==> config.mk <==
export PLATFORM = sky130hd
export DESIGN_NAME = ddr3_ui_master
export DESIGN_NICKNAME = d
export VERILOG_FILES = /design/src/rtl/ddr3_ui_master.sv
export SDC_FILE = /design/constraint.sdc
export NUM_CORES = 1
export LEC_CHECK = 0
export ABC_CLOCK_PERIOD_IN_PS = 5800
export CAP_MARGIN = 20
export CELL_PAD_IN_SITES_DETAIL_PLACEMENT = 1
export CELL_PAD_IN_SITES_GLOBAL_PLACEMENT = 1
export CORE_AREA = 2 2 270 272
export DETAILED_ROUTE_END_ITERATION = 10
export DIE_AREA = 0 0 272 274
export GPL_TIMING_DRIVEN = 1
export PLACE_DENSITY_LB_ADDON = 0.25
export SLEW_MARGIN = 25
export SYNTH_ARGS = -nofsm -noshare
export SYNTH_HDL_FRONTEND = slang
export SYNTH_SLANG_ARGS = --single-unit
==> constraint.sdc <==
create_clock -name i_clk -period 5.8 [get_ports i_clk]
set_clock_uncertainty 0.15 [all_clocks]
set_input_delay 1.16 -clock i_clk [delete_from_list [all_inputs] [get_ports i_clk]]
set_output_delay 1.16 -clock i_clk [all_outputs]
set_load 0.01 [all_outputs]
==> src/rtl/ddr3_ui_master.sv <==
// Single-outstanding bridge from a 32-bit request/response port to the 256-bit DDR3 user interface.
// Writes are posted as masked line writes; reads fetch a line and return the addressed word.
module ddr3_ui_master #(
  parameter int TIMEOUT        = 1024,
  parameter int DDR_ADDR_WIDTH = 29
) (
  input  logic                      i_clk,
  input  logic                      i_rst,
  input  logic                      i_init_calib_complete,
  input  logic                      i_req_valid,
  output logic                      o_req_ready,
  input  logic                      i_req_wr,
  input  logic [31:0]               i_req_addr,
  input  logic [31:0]               i_req_wdata,
  input  logic [3:0]                i_req_wstrb,
  output logic                      o_resp_valid,
  input  logic                      i_resp_ready,
  output logic [31:0]               o_resp_rdata,
  output logic                      o_resp_err,
  input  logic                      i_ddr_cmd_ready,
  input  logic                      i_ddr_wr_data_ready,
  output logic                      o_ddr_cmd_en,
  output logic                      o_ddr_cmd,
  output logic [DDR_ADDR_WIDTH-1:0] o_ddr_cmd_addr,
  output logic [255:0]              o_ddr_wr_data,
  output logic [31:0]               o_ddr_wr_strb,
  input  logic                      i_ddr_rd_data_valid,
  input  logic [255:0]              i_ddr_rd_data
);

  localparam int CNT_W = $clog2(TIMEOUT);
  localparam logic [CNT_W-1:0] CNT_LAST = CNT_W'(TIMEOUT - 1);

  typedef enum logic [1:0] {
    S_IDLE,
    S_ISSUE,
    S_RD_WAIT,
    S_RESP
  } state_t;

  state_t                    r_state;
  logic                      r_drain;
  logic [CNT_W-1:0]          r_cnt;
  logic                      r_req_ready;
  logic                      r_resp_valid;
  logic                      r_resp_err;
  logic [31:0]               r_resp_rdata;
  logic                      r_cmd;
  logic [DDR_ADDR_WIDTH-1:0] r_cmd_addr;
  logic [255:0]              r_wr_data;
  logic [31:0]               r_wr_strb;
  logic [2:0]                r_lane;

  logic                      w_accept;
  logic                      w_cmd_en;
  logic                      w_drain_keep;
  logic [31:0]               w_wr_strb;
  logic                      w_unused_addr;

  assign w_accept      = i_req_valid & r_req_ready;
  assign w_cmd_en      = (r_state == S_ISSUE) & i_ddr_cmd_ready & (r_cmd | i_ddr_wr_data_ready);
  assign w_drain_keep  = r_drain & ~i_ddr_rd_data_valid;
  assign w_unused_addr = ^i_req_addr;

  // Byte mask for the line: only the addressed lane may be written, and mask bit 1 means "keep".
  always_comb begin
    w_wr_strb = '1;
    for (int i = 0; i < 8; i++) begin
      if (i_req_addr[4:2] == 3'(i)) begin
        w_wr_strb[i*4 +: 4] = ~i_req_wstrb;
      end
    end
  end

  always_ff @(posedge i_clk) begin
    if (i_rst) begin
      r_state      <= S_IDLE;
      r_drain      <= 1'b0;
      r_cnt        <= '0;
      r_req_ready  <= 1'b0;
      r_resp_valid <= 1'b0;
      r_resp_err   <= 1'b0;
      r_resp_rdata <= '0;
      r_cmd        <= 1'b0;
      r_cmd_addr   <= '0;
      r_wr_data    <= '0;
      r_wr_strb    <= '1;
      r_lane       <= '0;
    end else begin
      case (r_state)
        S_IDLE: begin
          r_drain <= w_drain_keep;
          if (w_accept) begin
            r_req_ready <= 1'b0;
            r_cmd       <= ~i_req_wr;
            r_cmd_addr  <= {i_req_addr[DDR_ADDR_WIDTH-1:5], 5'b0};
            r_wr_data   <= {8{i_req_wdata}};
            r_wr_strb   <= w_wr_strb;
            r_lane      <= i_req_addr[4:2];
            r_state     <= S_ISSUE;
          end else begin
            r_req_ready <= i_init_calib_complete & ~w_drain_keep;
          end
        end

        S_ISSUE: begin
          r_drain <= w_drain_keep;
          if (w_cmd_en) begin
            if (r_cmd) begin
              r_cnt   <= '0;
              r_state <= S_RD_WAIT;
            end else begin
              r_resp_valid <= 1'b1;
              r_resp_err   <= 1'b0;
              r_resp_rdata <= '0;
              r_state      <= S_RESP;
            end
          end
        end

        // A line arriving while draining belongs to an earlier timed-out read.
        S_RD_WAIT: begin
          if (i_ddr_rd_data_valid) begin
            if (r_drain) begin
              r_drain <= 1'b0;
              r_cnt   <= '0;
            end else begin
              r_resp_valid <= 1'b1;
              r_resp_err   <= 1'b0;
              r_resp_rdata <= i_ddr_rd_data[r_lane*32 +: 32];
              r_state      <= S_RESP;
            end
          end else if (r_cnt == CNT_LAST) begin
            r_resp_valid <= 1'b1;
            r_resp_err   <= 1'b1;
            r_resp_rdata <= '0;
            r_drain      <= 1'b1;
            r_state      <= S_RESP;
          end else begin
            r_cnt <= r_cnt + 1'b1;
          end
        end

        S_RESP: begin
          r_drain <= w_drain_keep;
          if (i_resp_ready) begin
            r_resp_valid <= 1'b0;
            r_req_ready  <= i_init_calib_complete & ~w_drain_keep;
            r_state      <= S_IDLE;
          end
        end

        default: begin
          r_state <= S_IDLE;
        end
      endcase
    end
  end

  assign o_req_ready    = r_req_ready;
  assign o_resp_valid   = r_resp_valid;
  assign o_resp_err     = r_resp_err;
  assign o_resp_rdata   = r_resp_rdata;
  assign o_ddr_cmd_en   = w_cmd_en;
  assign o_ddr_cmd      = r_cmd;
  assign o_ddr_cmd_addr = r_cmd_addr;
  assign o_ddr_wr_data  = r_wr_data;
  assign o_ddr_wr_strb  = r_wr_strb;

endmodule

==> Word-level counts from Yosys, hierarchy flattened <==
Index checks and enable logic that the tools add are counted.
{ "totals": {"reg_bits": 364, "latchBits": 0, "ramBits": 0, "rom_bits": 0, "input_bits": 333, "out_inout_bits": 354, "wordCells": 101, "mem_count": 0} }
{ "op_classes": {"n_addsub": 1, "n_mul": 0, "n_div": 0, "order_cmp": 0, "n_eq_ne": 20, "shift": 1, "n_mux": 45, "bitwise_logic": 10, "reduce_logical": 12} }
{ "ops": {"columns": ["op", "count"], "rows": [
  ["indexed part select 256 x 9 -> 32 bit", 1],
  ["two-way mux 32 bit", 5],
  ["case mux 32 bit (2 select lines)", 1],
  ["two-way mux 10 bit", 5],
  ["two-way mux 4 bit", 8],
  ["case mux 10 bit (2 select lines)", 1],
  ["AND reduction 5 bit", 3],
  ["two-way mux 1 bit", 14],
  ["equality test 3 bit (second input constant)", 4],
  ["two-way mux 2 bit", 6],
  ["inequality test 3 bit (second input constant)", 4],
  ["adder 10 x 1 -> 10 bit (second input constant)", 1],
  ["equality test 10 bit (second input constant)", 1],
  ["inequality test 2 bit (second input constant)", 5],
  ["case mux 2 bit (4 select lines)", 1],
  ["equality test 3 x 2 -> 1 bit (second input constant)", 2],
  ["case mux 1 bit (2 select lines)", 3],
  ["AND reduction 6 bit", 1],
  ["AND 1 bit", 5],
  ["equality test 2 bit (second input constant)", 2],
  ["NOT 4 bit", 1],
  ["AND reduction 2 bit", 2],
  ["nonzero test 2 bit", 2],
  ["equality test 3 x 1 -> 1 bit (second input constant)", 1],
  ["8 further kinds", 10]
]} }

==> Longest topological paths before layout <==
{ "logic_depth": {"word_depth": 6, "ltp_mapped": 8, "ltp_nobuf": 6} }

==> Least setup slack after synthesis <==
No wires, ideal clock.
{ "synth_path": {"path_type": "input port to output port", "start": "input i_ddr_wr_data_ready", "end": "output o_ddr_cmd_en", "arrival_ns": 1.432, "required_time_ns": 4.490, "slack_ns": 3.058, "stages": 2, "path_buffers": 0, "path_cell_list": "o21ai_0 nor2_1"} }
{ "synth_between": {"elab_chain_len": 2} }
{ "synth_rtl": {"columns": ["item", "line_no", "source"], "rows": [
  ["from (decl)", "21", "input logic i_ddr_wr_data_ready,"],
  ["OR 1 bit", "61", "assign w_cmd_en = (r_state == S_ISSUE) & i_ddr_cmd_ready & (r_cmd | i_ddr_wr_data_ready);"],
  ["AND 1 bit", "61", null],
  ["to (decl)", "22", "output logic o_ddr_cmd_en,"]
]} }
No other way between the ends.

==> Worst setup path after layout <==
{ "layout_path": {"start": "input i_ddr_cmd_ready", "end": "output o_ddr_cmd_en"} }
{ "layout_between": {"elab_chain_len": 2} }
{ "layout_rtl": {"columns": ["item", "line_no", "source"], "rows": [
  ["from (decl)", "20", "input logic i_ddr_cmd_ready,"],
  ["AND 1 bit (2 in a row)", "61", null]
]} }
No other way between the ends.

==> impl.org <==
** Placed design
- Cell count after placement :: 2482
- Instance area after placement :: 15400 um2
- Placement Setup Slack :: 1.67 ns
- Weighted congestion at the end of routability-driven global placement :: 0.748
- Number of buffers added on ports :: 676
- Detailed-placement wirelength estimate :: 37100 um

** STA
- The final-report max-slew violation count was 0.
- For the final routed database, the setup TNS stands at 0 ns.
- The worst path in the final design needs a cycle of 3.81 ns, including I/O delays and setup.
- Across all setup checks in the final design, the least slack found is 1.99 ns.
- For this run, the top clock speed supported by timing is 0.263 GHz.
- Max-slew headroom :: 0.354
- The final count of hold timing violations is 0.
- Unrepaired setup endpoints after global routing :: false
- Final setup violation count :: 0
- Ratio of final minimum period to clock period :: 0.656
- At the pin with the least slew margin, the transition time is 0.969 ns.

** GRT
- Global route overflow :: 0
- Global-route wire length before repair :: 64200 um
- Number of antenna violations at the first check in global routing :: 4
- Aggregate global-route resource usage :: 0.117
- The number of global-route vias before repair was 9417.
- Maximum number of pins on one net before global-route repair :: 66

** Clock tree
- Register clock-pin slew on the reported worst setup and hold paths :: 0.06 ns
- Cts-stage hold buffer count :: 0
- The clock tree synthesis step divided the H-tree into 4 levels.
- Latest clock arrival within the worst-skew pair :: 0.48 ns
- After clock tree synthesis, the setup repair step added 0 buffers.
- In this run, post-CTS repair resized a total of 0 instances.
- Clock tree from TritonCTS :: yes
- TritonCTS created 17 clock buffers.
- The tree built by TritonCTS fans out to 140 sinks.
- CTS placed an instance of sky130_fd_sc_hd__clkbuf_16 at the clock tree root.
- The clock passes through at most 2 buffers.

** Floorplan
- The initial utilization of the core area, before any placement, comes to 0.129.
- Area of the die :: 74500 um2
- Pin placement for this block handled 687 I/O pins.
- The region available for standard cell placement spans 72000 um2.
- From left edge to right edge, the die measures 272 um.
- Floorplan row count :: 99
- Height of the die :: 274 um

** Setup path
- Startpoint type of the worst setup path :: input port
- The cell that appears most often on the critical path is sky130_fd_sc_hd__clkdlybuf4s50_1.
- Total buffers and inverters traversed by the critical path :: 2
- For the worst setup path, the data required time is 4.49 ns.
- On the worst path, the slowest cell contributes a delay of 0.55 ns.
- STA classifies the critical path endpoint as an output pin.
- CP Cell Sequence :: clkdlybuf4s50_1, o21ai_0, nor2_1, clkdlybuf4s50_1
- The worst setup path is of the input port to output pin kind.
- Grouping stages by cell kind, the critical path spends the most delay in buffers and inverters.
- Highest net fanout along the worst path :: 4
- Cell type of the slowest stage on the worst timing path :: sky130_fd_sc_hd__clkdlybuf4s50_1
- Signal arrival time at the worst endpoint :: 2.50 ns

** Logic synthesis
- Unique cell type count in the Yosys netlist :: 49
- The synthesized-area fraction occupied by ao, oa, aoi and oai cells is 0.139.
- In this run, synthesis produced a sequential element count of 140.
- Measured against the total synthesized area, the mux share comes to 0.175.
- Post-synthesis share of cell area spent on xor and xnor gates :: 0
- Of the total synthesized cell area, the portion taken by full adders, half adders and majority gates is 0.00809.
- Fraction of the mapped netlist area in simple logic gates :: 0.152
- Synthesized area per cell :: 8.20 um2
- Counting flops with a built-in enable in the synthesized netlist gives 0.
- Synthesis produced 1132 cells.
- Netlist area before placement :: 9280 um2
- Area contributors post-synth :: sky130_fd_sc_hd__dfxtp_1 30%, sky130_fd_sc_hd__buf_4 19%, sky130_fd_sc_hd__mux2i_1 17%
- For this run, the register share of the synthesized area comes to 0.302.
- Yosys printed 0 warnings.
- Commonest register cell after synthesis :: sky130_fd_sc_hd__dfxtp_1
- Combinational family with the most area after synthesis :: buffers and inverters
- Of the post-synthesis cell area, the dominant cell type holds 0.302.
- For this run, asynchronously set or reset flops after synthesis account for 0.
- sky130_fd_sc_hd__dfxtp_1 takes more of the synthesized area than any other cell.

** Detailed routing
- Post-Route WL :: 46200 um
- Drt pass-1 iters :: 4
- Via/cell ratio :: 3.75
- Detail-routed net length per standard cell :: 18.4 um
- The detailed router finished its first iteration with 276 violations.
- For this run, design rule violations remaining after detail routing come to 0.
- The count of nets left with antenna violations once routing finished came out at 0.
- Count of vias placed by the detailed router :: 9426

** Finish
- In the final layout, the share of cells above drive strength 1 is 0.0578.
- In the final layout, flip-flops and latches occupy 2810 um2.
- From synthesis to final layout, the design area changed by 72.9%.
- Net count of the finished layout :: 1882
- In the layout the commonest cells are 675 x sky130_fd_sc_hd__clkdlybuf4s50_1, 161 x sky130_fd_sc_hd__mux2i_1, 158 x sky130_fd_sc_hd__nand2_1.
- Multi-input gate area :: 4460 um2
- Final instance area :: 16000 um2
- The library cell used most frequently in the layout, excluding fill and tap cells, is sky130_fd_sc_hd__clkdlybuf4s50_1.
- Counting the fill cells in the layout gives 8355.
- Finished Layout Cells :: 2516

** Worst hold path
- Worst Hold Class :: register to register

** Pwr
- Power per cell area :: 254 nW/um2
- For this design the static power due to leakage is 5.31 nW.
- Across the VDD grid, the largest voltage drop is 0.203 mV.

** Run status
- Run status :: finished, final reports clean

** Flow run
- MaxCap Viol Count :: 0
cells by family (layout without fill, tap and decap cells):
group	after synthesis	after routing
DFF	140	140
AOI/OAI and AO/OA	200	200
other	1	6
and+or+nand+nor	310	310
buffers and inverters	313	733
muxes	162	162
adders and majority gates	6	6
area by class of cell:
type                            count  share of cell area
Multi-Input combinational cell    683               0.278
Clock buffer                       19              0.0276
Clock inverter                     13              0.0133
Timing Repair Buffer              691               0.429
Inverter                           10             0.00234
Sequential cell                   140               0.175
Tap cell                          959              0.0748
Antenna cell                        1            0.000156
synth_stat cells, types with 4 or more instances:
master and n:
sky130_fd_sc_hd__buf_4 229, sky130_fd_sc_hd__mux2i_1 161, sky130_fd_sc_hd__nand2_1 158, sky130_fd_sc_hd__dfxtp_1 140, sky130_fd_sc_hd__a21oi_1 93, sky130_fd_sc_hd__a22oi_1 64, sky130_fd_sc_hd__clkbuf_1 56, sky130_fd_sc_hd__nor2_1 43
sky130_fd_sc_hd__nand3_1 40, sky130_fd_sc_hd__or2_2 32, sky130_fd_sc_hd__buf_2 13, sky130_fd_sc_hd__inv_1 9, sky130_fd_sc_hd__nor3_1 8, sky130_fd_sc_hd__nor4_1 7, sky130_fd_sc_hd__ha_1 6, sky130_fd_sc_hd__nor2b_1 5
sky130_fd_sc_hd__o21ai_0 5, sky130_fd_sc_hd__o2111ai_1 4, sky130_fd_sc_hd__o211a_1 4, sky130_fd_sc_hd__o211ai_1 4, sky130_fd_sc_hd__o31a_1 4
path summary, 6_finish.rpt:
| kind | from | end | slack, ns | depth (start not counted) |
|---|---|---|---|---|
| max | i_ddr_cmd_ready | o_ddr_cmd_en | 1.99 | 4 |
| min | o_ddr_cmd_addr[27] | o_ddr_cmd_addr[27] | 0.31 | 2 |
| max reg2reg | r_state[0] | o_resp_rdata[31] | 3.00 | 6 |
| min reg2reg | o_ddr_cmd_addr[27] | o_ddr_cmd_addr[27] | 0.31 | 2 |
state kept, by name, summed over array words and instances (netlist names), 2 cells and up:
| register | count |
|---|---|
| r_state | 2 |
| o_ddr_wr_strb | 32 |
| o_ddr_wr_data | 32 |
| o_ddr_cmd_addr | 24 |
| r_cnt | 10 |
| o_resp_rdata | 32 |
| r_lane | 3 |
power by group:
group / leakage, nW / switching (W) / total, W / internal (W)
Sequential: 1.13 / 0.000113 / 0.00115 / 0.00103
Clock: 0.310 / 0.000483 / 0.00126 / 0.000776
Combinational: 3.87 / 0.000794 / 0.00167 / 0.000879
Total: 5.31 / 0.00139 / 0.00408 / 0.00269
routing by layer:
layer | vias to the layer above | share of wire | global-route usage
li1 | 4502 | - | -
met2 | 454 | 0.52 | 0.219
met1 | 4427 | 0.37 | 0.120
met4 | 6 | 0.017 | 0.0320
met5 | - | 0.00086 | 0
met3 | 37 | 0.093 | 0.0470
worst min-delay path, delay by kind of cell, from the launching register on:
family	cells	cell delay, ns
simple gates	1	0.05
compound gates	1	0.05
flops	1	0.31
stage by stage:
step,power (W),utilization,hold WS [ns]
2_1_floorplan,0.00215,-,0.316
3_3_place_gp,0.00286,0.214,0.293
3_5_place_dp,0.00288,0.214,0.300
4_1_cts,0.00420,0.223,0.309
5_1_grt,0.00433,0.223,0.332
6_report,0.00408,0.223,0.305
(Power assumes the default switching activity.)
